[config.mk]
export PLATFORM = sky130hd
export DESIGN_NAME = nes_pad_reader
export DESIGN_NICKNAME = d
export VERILOG_FILES = /design/src/rtl/nes_pad_pkg.sv /design/src/rtl/nes_pad_sync.sv /design/src/rtl/nes_pad_reader.sv
export SDC_FILE = /design/constraint.sdc
export NUM_CORES = 1
export LEC_CHECK = 0
export CORE_MARGIN = 4
export CORE_UTILIZATION = 45
export CTS_CLUSTER_DIAMETER = 40
export DETAILED_ROUTE_END_ITERATION = 10
export GPL_TIMING_DRIVEN = 1
export PLACE_DENSITY = 0.66
export SLEW_MARGIN = 15
export SYNTH_ARGS = -nofsm -noshare
export SYNTH_HDL_FRONTEND = slang
export SYNTH_SLANG_ARGS = --single-unit
[constraint.sdc]
create_clock -name clk_i -period 5.4 [get_ports clk_i]
set_clock_uncertainty 0.15 [all_clocks]
set_input_delay 0.81 -clock clk_i [delete_from_list [all_inputs] [get_ports clk_i]]
set_output_delay 0.81 -clock clk_i [all_outputs]
set_load 0.05 [all_outputs]
[src/rtl/nes_pad_pkg.sv]
// Shared types and constants for the NES gamepad reader.
// Optional macro PAD_DEBOUNCE_EN is handled in nes_pad_reader.
package nes_pad_pkg;

  localparam int NUM_BUTTONS = 8;

  localparam int BTN_A      = 0;
  localparam int BTN_B      = 1;
  localparam int BTN_SELECT = 2;
  localparam int BTN_START  = 3;
  localparam int BTN_UP     = 4;
  localparam int BTN_DOWN   = 5;
  localparam int BTN_LEFT   = 6;
  localparam int BTN_RIGHT  = 7;

  typedef enum logic [2:0] {
    IDLE,
    LATCH,
    SETTLE,
    CLK_HIGH,
    CLK_LOW,
    DONE
  } pad_state_t;

endpackage

[src/rtl/nes_pad_sync.sv]
// Two-flop synchronizer for the asynchronous pad data line.
// Both flops reset to 1 because an idle, released pad line reads high.
module nes_pad_sync (
  input  logic clk_i,
  input  logic rst_i,
  input  logic d_i,
  output logic q_o
);

  logic meta_q;
  logic sync_q;

  // Two back-to-back flops give metastability time to resolve.
  always_ff @(posedge clk_i or posedge rst_i) begin
    if (rst_i) begin
      meta_q <= 1'b1;
      sync_q <= 1'b1;
    end else begin
      meta_q <= d_i;
      sync_q <= meta_q;
    end
  end

  assign q_o = sync_q;

endmodule

[src/rtl/nes_pad_reader.sv]
// NES gamepad (CD4021) reader: latches the pad, clocks out 8 bits and
// publishes an active-high button byte with a one-cycle valid pulse.
// Optional macro PAD_DEBOUNCE_EN: publish only when two consecutive reads agree.
module nes_pad_reader
  import nes_pad_pkg::*;
#(
  parameter int LATCH_CYCLES = 4,
  parameter int HALF_CYCLES  = 3,
  parameter int POLL_CYCLES  = 0
) (
  input  logic                   clk_i,
  input  logic                   rst_i,
  input  logic                   poll_req_i,
  input  logic                   pad_data_i,
  output logic                   pad_latch_o,
  output logic                   pad_clk_o,
  output logic [NUM_BUTTONS-1:0] buttons_o,
  output logic                   valid_o,
  output logic                   busy_o
);

  localparam int TMAX = (LATCH_CYCLES > HALF_CYCLES) ? LATCH_CYCLES : HALF_CYCLES;
  localparam int TW   = $clog2(TMAX) + 1;
  localparam logic [TW-1:0] LATCH_LOAD = TW'(LATCH_CYCLES - 1);
  localparam logic [TW-1:0] HALF_LOAD  = TW'(HALF_CYCLES - 1);

  pad_state_t             state_q, state_d;
  logic [TW-1:0]          timer_q, timer_d;
  logic [2:0]             bit_q, bit_d;
  logic [NUM_BUTTONS-1:0] shift_q, shift_d;
  logic [NUM_BUTTONS-1:0] buttons_q, buttons_d;
  logic                   valid_q, valid_d;
  logic                   busy_q, busy_d;
  logic                   latch_q, latch_d;
  logic                   pclk_q, pclk_d;
`ifdef PAD_DEBOUNCE_EN
  logic [NUM_BUTTONS-1:0] prev_raw_q, prev_raw_d;
`endif

  logic pad_sync;
  logic auto_fire;

  nes_pad_sync u_sync (
    .clk_i (clk_i),
    .rst_i (rst_i),
    .d_i   (pad_data_i),
    .q_o   (pad_sync)
  );

  generate
    if (POLL_CYCLES != 0) begin : g_auto
      localparam int PW = (POLL_CYCLES > 1) ? $clog2(POLL_CYCLES) : 1;
      logic [PW-1:0] poll_q, poll_d;

      // Free-running down-counter; reloads on expiry whatever the FSM is doing.
      always_comb begin
        poll_d = poll_q - PW'(1);
        if (poll_q == '0) begin
          poll_d = PW'(POLL_CYCLES - 1);
        end
      end

      // Auto-poll period register.
      always_ff @(posedge clk_i or posedge rst_i) begin
        if (rst_i) begin
          poll_q <= '0;
        end else begin
          poll_q <= poll_d;
        end
      end

      assign auto_fire = (poll_q == '0);
    end else begin : g_noauto
      assign auto_fire = 1'b0;
    end
  endgenerate

  // Next-state logic: phase sequencing, bit sampling and result publication.
  always_comb begin
    state_d   = state_q;
    timer_d   = timer_q;
    bit_d     = bit_q;
    shift_d   = shift_q;
    buttons_d = buttons_q;
    valid_d   = 1'b0;
`ifdef PAD_DEBOUNCE_EN
    prev_raw_d = prev_raw_q;
`endif

    case (state_q)
      IDLE: begin
        if (poll_req_i || auto_fire) begin
          state_d = LATCH;
          timer_d = LATCH_LOAD;
          bit_d   = 3'd0;
          shift_d = '1;
        end
      end

      LATCH: begin
        if (timer_q == '0) begin
          state_d = SETTLE;
          timer_d = HALF_LOAD;
        end else begin
          timer_d = timer_q - TW'(1);
        end
      end

      SETTLE: begin
        if (timer_q == '0) begin
          shift_d[0] = pad_sync;
          state_d    = CLK_HIGH;
          timer_d    = HALF_LOAD;
        end else begin
          timer_d = timer_q - TW'(1);
        end
      end

      CLK_HIGH: begin
        if (timer_q == '0) begin
          state_d = CLK_LOW;
          timer_d = HALF_LOAD;
        end else begin
          timer_d = timer_q - TW'(1);
        end
      end

      CLK_LOW: begin
        if (timer_q == '0) begin
          bit_d          = bit_q + 3'd1;
          shift_d[bit_d] = pad_sync;
          timer_d        = HALF_LOAD;
          state_d        = (bit_d == 3'd7) ? DONE : CLK_HIGH;
        end else begin
          timer_d = timer_q - TW'(1);
        end
      end

      DONE: begin
`ifdef PAD_DEBOUNCE_EN
        if (shift_q == prev_raw_q) begin
          buttons_d = ~shift_q;
          valid_d   = 1'b1;
        end
        prev_raw_d = shift_q;
`else
        buttons_d = ~shift_q;
        valid_d   = 1'b1;
`endif
        state_d = IDLE;
        timer_d = '0;
        bit_d   = 3'd0;
      end

      default: begin
        state_d = IDLE;
      end
    endcase

    latch_d = (state_d == LATCH);
    pclk_d  = (state_d == CLK_HIGH);
    busy_d  = (state_d != IDLE);
  end

  // State and output registers; the pad strobes come straight from flops.
  always_ff @(posedge clk_i or posedge rst_i) begin
    if (rst_i) begin
      state_q   <= IDLE;
      timer_q   <= '0;
      bit_q     <= 3'd0;
      shift_q   <= '1;
      buttons_q <= '0;
      valid_q   <= 1'b0;
      busy_q    <= 1'b0;
      latch_q   <= 1'b0;
      pclk_q    <= 1'b0;
`ifdef PAD_DEBOUNCE_EN
      prev_raw_q <= '1;
`endif
    end else begin
      state_q   <= state_d;
      timer_q   <= timer_d;
      bit_q     <= bit_d;
      shift_q   <= shift_d;
      buttons_q <= buttons_d;
      valid_q   <= valid_d;
      busy_q    <= busy_d;
      latch_q   <= latch_d;
      pclk_q    <= pclk_d;
`ifdef PAD_DEBOUNCE_EN
      prev_raw_q <= prev_raw_d;
`endif
    end
  end

  assign pad_latch_o = latch_q;
  assign pad_clk_o   = pclk_q;
  assign buttons_o   = buttons_q;
  assign valid_o     = valid_q;
  assign busy_o      = busy_q;

endmodule
==> impl_metrics.toml, run 1 <==
[placed_design]
dp_slack_ns = 3.038
dp.cells = 216
place_congestion = 0.8551
portBuffers = 15
place_hpwl_mm = 2.210
placed_area_mm2 = 0.001754

[power]
peakVddDrop_uv = 298.0
netSwitchingFraction_pct = 43.21
power.switching_mw = 0.4429
power_frac_seq_pct = 37.2
clock_power_share_pct = 17.0
powerDensity_mw_per_mm2 = 560.3
leakage_nw = 0.7357
p_int_mw = 0.5821
pwr-share-comb_pct = 45.8

[cells_and_area]
multi_input_area_um2 = 724.4
fin_area_mm2 = 0.001829
fillers = 336
instances_no_fill = 224
ff_latch_area_um2 = 788.3
area_growth_pct = 16.31
fin_nets = 185
drive_gt1_share_pct = 12.92
num_antenna_cells = 0

[clock_network]
cts_buffers = 5
cts_tree = "done"
hold_buffers = 0
cts.sinks = 31
postCtsSetupRepairBufs = 0
cts_buffer_depth = 2
clock_latency_ns = 0.33
cts_root_buf = "clkbuf_4"
cts-htree-levels = 2
cts.repair.resized = 0
path_clk_slew_ns = 0.09

[global_routing]
antenna_found_initial = 0
grt_overflow_total = 0
grt_util_all_layers_pct = 16.11
grt_max_degree = 20
grt_first_pass_wirelength_mm = 5.319
grt_pass1_vias = 1128

[run_status]
status = "finished clean"

[setup_path]
regToRegEndpoint = "shift_q[4]$_DFFE_PP1P_"
critPathMaxStageDelay_ns = 0.80
crit_path_end_kind = "output pin"
critPathMaxFanout = 2
required_ns = 4.44
critPathTopFamily = "buffers and inverters"
startpoint_type = "flip-flop"
reg2regPathDepth = 6
critPathBufInv = 1
worstReg2RegStart = "timer_q[0]$_DFFE_PP0P_"
r2r_slack_ns = 3.19
path_cells = "clkdlybuf4s50_1"
slowest_stage = "clkdlybuf4s50_1"
critical_path_class = "reg -> out"
worstPathArrival_ns = 1.49

[logic_synthesis]
synth_seq_area_share_pct = 50.12
yosysUniqueCellTypes = 41
synth.avg_cell_area_um2 = 9.769
ys_ff_latch = 31
yosys_warnings = 0
syn_inst = 161
syn-num-nets = 169
syn-cell-area_mm2 = 0.001573

[detailed_routing]
wl_per_cell_um = 13.44
via_per_inst = 5.491
dr_wl_met2_mm = 1.481
top_layer_used = "met4"
wl_met3_um = 149
drc = 0
wl_mm = 3.010
ant_nets = 0
first_pass_iters = 6
num_vias = 1230
drt_iter0_drc = 54
wl_met1_mm = 1.312

[worst_hold_path]
min_to = "u_sync.q_o$_DFF_PP1_"
hold_path_class = "reg -> reg"
worstHoldStart = "u_sync.meta_q$_DFF_PP1_"
min_path_cells = 0

[sta]
post-route-period-util_pct = 45.36
timing.fmax_ghz = 0.4083
rsz0062_at_grt = "no"
relSlewSlack_pct = 58.11
post-route-min-period_ns = 2.449
hold_violations = 0
drv_slew = 0
setup_viol_count_final = 0
setup_ws_ns = 2.951
tightest_slew_ns = 0.6270
fin_tns_setup_ns = 0

[die]
die_w_um = 67.12
rows = 21
core_area_mm2 = 0.003363
die-height_um = 67.12
die_area_mm2 = 0.004505
initial_utilization_pct = 46.76
pin_count = 16

[run]
maxCapViolations = 0
==> worst max-delay path by stage <==
stage,start,end,slack (ns),depth (start not counted)
4_1_cts,buttons_o[3]$_DFFE_PP0P_,buttons_o[3],2.93,1
6_report,buttons_o[3]$_DFFE_PP0P_,buttons_o[3],2.95,1
3_5_place_dp,poll_req_i,timer_q[1]$_DFFE_PP0P_,3.04,4
2_1_floorplan,bit_q[0]$_DFFE_PP0P_,shift_q[0]$_DFFE_PP1P_,3.49,7
5_1_grt,buttons_o[3]$_DFFE_PP0P_,buttons_o[3],2.89,1
3_3_place_gp,poll_req_i,shift_q[0]$_DFFE_PP1P_,3.07,5
==> state kept, by name (all words and copies together), names as in the netlist <==
name / cells
valid_o: 1
bit_q: 3
pad_latch_o: 1
buttons_o: 8
u_sync.q_o: 1
u_sync.meta_q: 1
shift_q: 8
state_q: 3
busy_o: 1
timer_q: 3
pad_clk_o: 1
==> area by class of cell <==
type | instances | share of cell area [%]
flip-flops and latches | 31 | 43.09
repair buffers | 16 | 8.618
clock buffers | 7 | 2.462
multi-input cells | 116 | 39.60
inverters | 7 | 1.436
clock inverters | 1 | 1.642
well taps | 46 | 3.146
==> cells in the mapped netlist <==
cell | number | area share [%]
a211o_1 | 1 | 0.56
a21o_1 | 2 | 0.95
a21oi_1 | 17 | 5.4
a21oi_2 | 1 | 0.56
a221oi_1 | 1 | 0.56
a31oi_1 | 2 | 0.80
a32oi_1 | 1 | 0.56
and2_1 | 1 | 0.40
buf_2 | 3 | 0.95
buf_4 | 1 | 0.48
clkbuf_1 | 3 | 0.72
dfrtp_1 | 21 | 33
dfstp_2 | 10 | 17
ha_1 | 4 | 3.2
inv_1 | 6 | 1.4
inv_2 | 1 | 0.24
nand2_1 | 15 | 3.6
nand2_4 | 1 | 0.72
nand2b_1 | 9 | 3.6
nand3_1 | 1 | 0.32
nand3b_1 | 2 | 0.95
nor2_1 | 7 | 1.7
nor2b_1 | 4 | 1.6
nor3_1 | 2 | 0.64
nor3_2 | 2 | 1.3
nor3b_4 | 1 | 1.2
nor4_1 | 1 | 0.40
o2111a_1 | 1 | 0.72
o21a_1 | 1 | 0.48
o21ai_0 | 10 | 3.2
o21ai_1 | 12 | 3.8
o221a_1 | 1 | 0.72
o221ai_1 | 2 | 1.1
o22ai_1 | 2 | 0.80
o2bb2ai_1 | 1 | 0.56
o31a_1 | 2 | 1.1
o31ai_1 | 2 | 0.95
or2_1 | 1 | 0.40
or3b_1 | 1 | 0.56
xnor2_1 | 4 | 2.2
xor2_1 | 1 | 0.56
==> metal layers <==
| layer | global-route usage, % | vias to the layer above |
|---|---|---|
| met4 | 7.595 | 0 |
| met3 | 5.396 | 7 |
| li1 | - | 609 |
| met1 | 20.40 | 585 |
| met2 | 24.66 | 29 |
| met5 | 0 | - |
==> kinds of logic (layout without fill, tap and decap cells) <==
| group | after synthesis | in the layout | synth area share, % |
|---|---|---|---|
| flops | 31 | 31 | 50.12 |
| fa+ha+maj | 4 | 4 | 3.182 |
| compound gates | 59 | 59 | 22.83 |
| simple gates | 48 | 48 | 17.26 |
| xor+xnor | 5 | 5 | 2.784 |
| buf+inv | 14 | 31 | 3.818 |
==> stage by stage <==
stage | total power, mW | util [%] | hold slack [ns]
after floorplan | 0.7331 | - | 0.1952
after global placement | 0.8470 | 52.16 | 0.1965
after detailed placement | 0.8591 | 52.16 | 0.1991
after CTS | 1.033 | 54.39 | 0.2131
after global routing | 1.096 | 54.39 | 0.2154
final | 1.025 | 54.39 | 0.2115
==> cells in the final DEF (no fill, tap or decap), types with 2 or more instances in the layout <==
cell             instances
nand2b_1                 9
inv_1                    6
dfstp_2                 10
o22ai_1                  2
dfrtp_1                 21
nor2_1                   7
clkbuf_4                 5
o31ai_1                  2
o21ai_1                 12
xnor2_1                  4
nor3_2                   2
a21o_1                   2
a21oi_1                 17
ha_1                     4
o31a_1                   2
o21ai_0                 10
nand2_1                 15
clkdlybuf4s50_1         15
a31oi_1                  2
clkbuf_1                 2
o221ai_1                 2
nor3_1                   2
nor2b_1                  4
nand3b_1                 2
==> power groups by stage <==
| stage | sequential [mW] | clock, mW | combinational (mW) |
|---|---|---|---|
| after floorplan | 0.484 | 0 | 0.250 |
| final | 0.381 | 0.174 | 0.470 |
| after CTS | 0.380 | 0.178 | 0.475 |
| after global routing | 0.391 | 0.188 | 0.516 |
| after detailed placement | 0.384 | 0 | 0.475 |
| after global placement | 0.383 | 0 | 0.465 |
No activity file was read; power rests on OpenSTA's default activity.
==> inputs of run 2 (changes only) <==
- clock period: 5.4 -> 2.5 ns (I/O delays scaled with it)
==> run 2 against run 1 <==
  * Non-clock buffer count is 2 higher
  * Flip-flop and latch count stayed put
  * Setup slack worse by 2.5 ns
  * Critical endpoint is now buttons_o[1]
  * Largest power group unchanged
  * Highest routed layer unchanged
==> impl_metrics.toml, run 2 (synthesized netlist as in run 1, its figures left out) <==
[run_status]
status = "finished clean"

[setup_path]
r2r_slack_ns = 0.57
crit_path_end_kind = "output pin"
critPathBufInv = 1
critPathTopFamily = "buffers and inverters"
startpoint_type = "flip-flop"
required_ns = 1.98
slowest_stage = "clkdlybuf4s50_1"
critical_path_class = "reg -> out"
critPathMaxStageDelay_ns = 0.80
worstPathArrival_ns = 1.48
path_cells = "clkdlybuf4s50_1"
critPathMaxFanout = 2

[placed_design]
place_congestion = 0.8640
place_hpwl_mm = 2.251
portBuffers = 15
dp.cells = 218
placed_area_mm2 = 0.001769

[worst_hold_path]
hold_path_class = "reg -> reg"

[clock_network]
cts_buffer_depth = 2
hold_buffers = 0
cts_root_buf = "clkbuf_4"
path_clk_slew_ns = 0.09
cts.sinks = 31
cts-htree-levels = 2
postCtsSetupRepairBufs = 0
cts_tree = "done"
clock_latency_ns = 0.32
cts_buffers = 5
cts.repair.resized = 0

[detailed_routing]
via_per_inst = 5.535
drc = 0
num_vias = 1251
wl_mm = 3.165
drt_iter0_drc = 62
wl_per_cell_um = 14.00
first_pass_iters = 4
ant_nets = 0

[power]
peakVddDrop_uv = 456.3
netSwitchingFraction_pct = 43.42
power.total_mw = 2.239
pwr-share-comb_pct = 46.2
leakage_nw = 0.7451
power_frac_seq_pct = 36.9
powerDensity_mw_per_mm2 = 1214
p_int_mw = 1.267
power.switching_mw = 0.9719
clock_power_share_pct = 16.8

[cells_and_area]
num_antenna_cells = 0
ff_latch_area_um2 = 788.3
fillers = 327
instances_no_fill = 226
fin_area_mm2 = 0.001844
fin_nets = 187
drive_gt1_share_pct = 13.89
final_cell_mix = "dfrtp_1 (21), a21oi_1 (17), nand2_1 (15), clkdlybuf4s50_1 (15), o21ai_1 (12)"
area_growth_pct = 17.26
layout_commonest_cell = "dfrtp_1"
multi_input_area_um2 = 724.4

[die]
pin_count = 16
die_area_mm2 = 0.004505
die-height_um = 67.12
rows = 21
die_w_um = 67.12
core_area_mm2 = 0.003363
initial_utilization_pct = 46.76

[sta]
hold_violations = 0
tightest_slew_ns = 0.5669
fin_hold_ws_ns = 0.2145
setup_viol_count_final = 0
timing.fmax_ghz = 0.4998
drv_slew = 0
post-route-min-period_ns = 2.001
fin_tns_setup_ns = 0
post-route-period-util_pct = 80.02
relSlewSlack_pct = 62.21
rsz0062_at_grt = "no"

[global_routing]
grt_util_all_layers_pct = 16.61
grt_first_pass_wirelength_mm = 5.561
grt_use_met3_pct = 6.914
antenna_found_initial = 0
grt_overflow_total = 0
top_usage_layer = "met2"
grt_pass1_vias = 1275
met2_usage_pct = 27.61
gr-usage-met1_pct = 18.37
grt_max_degree = 32

[run]
maxCapViolations = 0
[run 2: cell count changes in the layout (fill, tap and decap cells not counted), sizes merged]
| cell | change |
|---|---|
| buf | +2 |
[run 2: final cells by class]
type | count | share of cell area (%)
tap | 46 | 3.121
inverter | 7 | 1.425
sequential | 31 | 42.74
clock inverter | 1 | 1.628
multi-input combinational | 116 | 39.28
timing repair buffer | 18 | 9.362
clock buffer | 7 | 2.442
[run 2: power groups by stage]
stage	clock network (mW)	logic [mW]	registers, mW
finish	0.377	1.04	0.826
global route	0.415	1.14	0.849
CTS	0.391	1.05	0.824
detailed placement	0	1.04	0.832
global placement	0	1.02	0.826
floorplan	0	0.539	1.04
[run 2: path summary, 6_finish.rpt]
path	cells after the start	from	end
hold / removal	0	u_sync.meta_q$_DFF_PP1_	u_sync.q_o$_DFF_PP1_
setup reg to reg	4	state_q[2]$_DFF_PP0_	shift_q[4]$_DFFE_PP1P_
max in group asynchronous	3	rst_i	shift_q[5]$_DFFE_PP1P_
min in group asynchronous	3	rst_i	timer_q[1]$_DFFE_PP0P_
hold reg to reg	0	u_sync.meta_q$_DFF_PP1_	u_sync.q_o$_DFF_PP1_
setup / recovery	1	buttons_o[1]$_DFFE_PP0P_	buttons_o[1]
[run 2: routing by layer]
metal | share of wire [%] | vias to the layer above | wire length [um]
met3 | 3.6 | 7 | 114
met5 | 0 | - | 0
li1 | - | 609 | -
met1 | 43 | 614 | 1358
met2 | 51 | 21 | 1625
met4 | 2.1 | 0 | 68
[run 2: per-stage QoR]
| step | worst slack, ns | utilization (%) |
|---|---|---|
| finish | 0.4994 | 54.84 |
| global route | 0.3986 | 54.84 |
| global placement | 0.6042 | 52.60 |
| CTS | 0.4724 | 54.84 |
| floorplan | 0.5938 | - |
| detailed placement | 0.5498 | 52.60 |
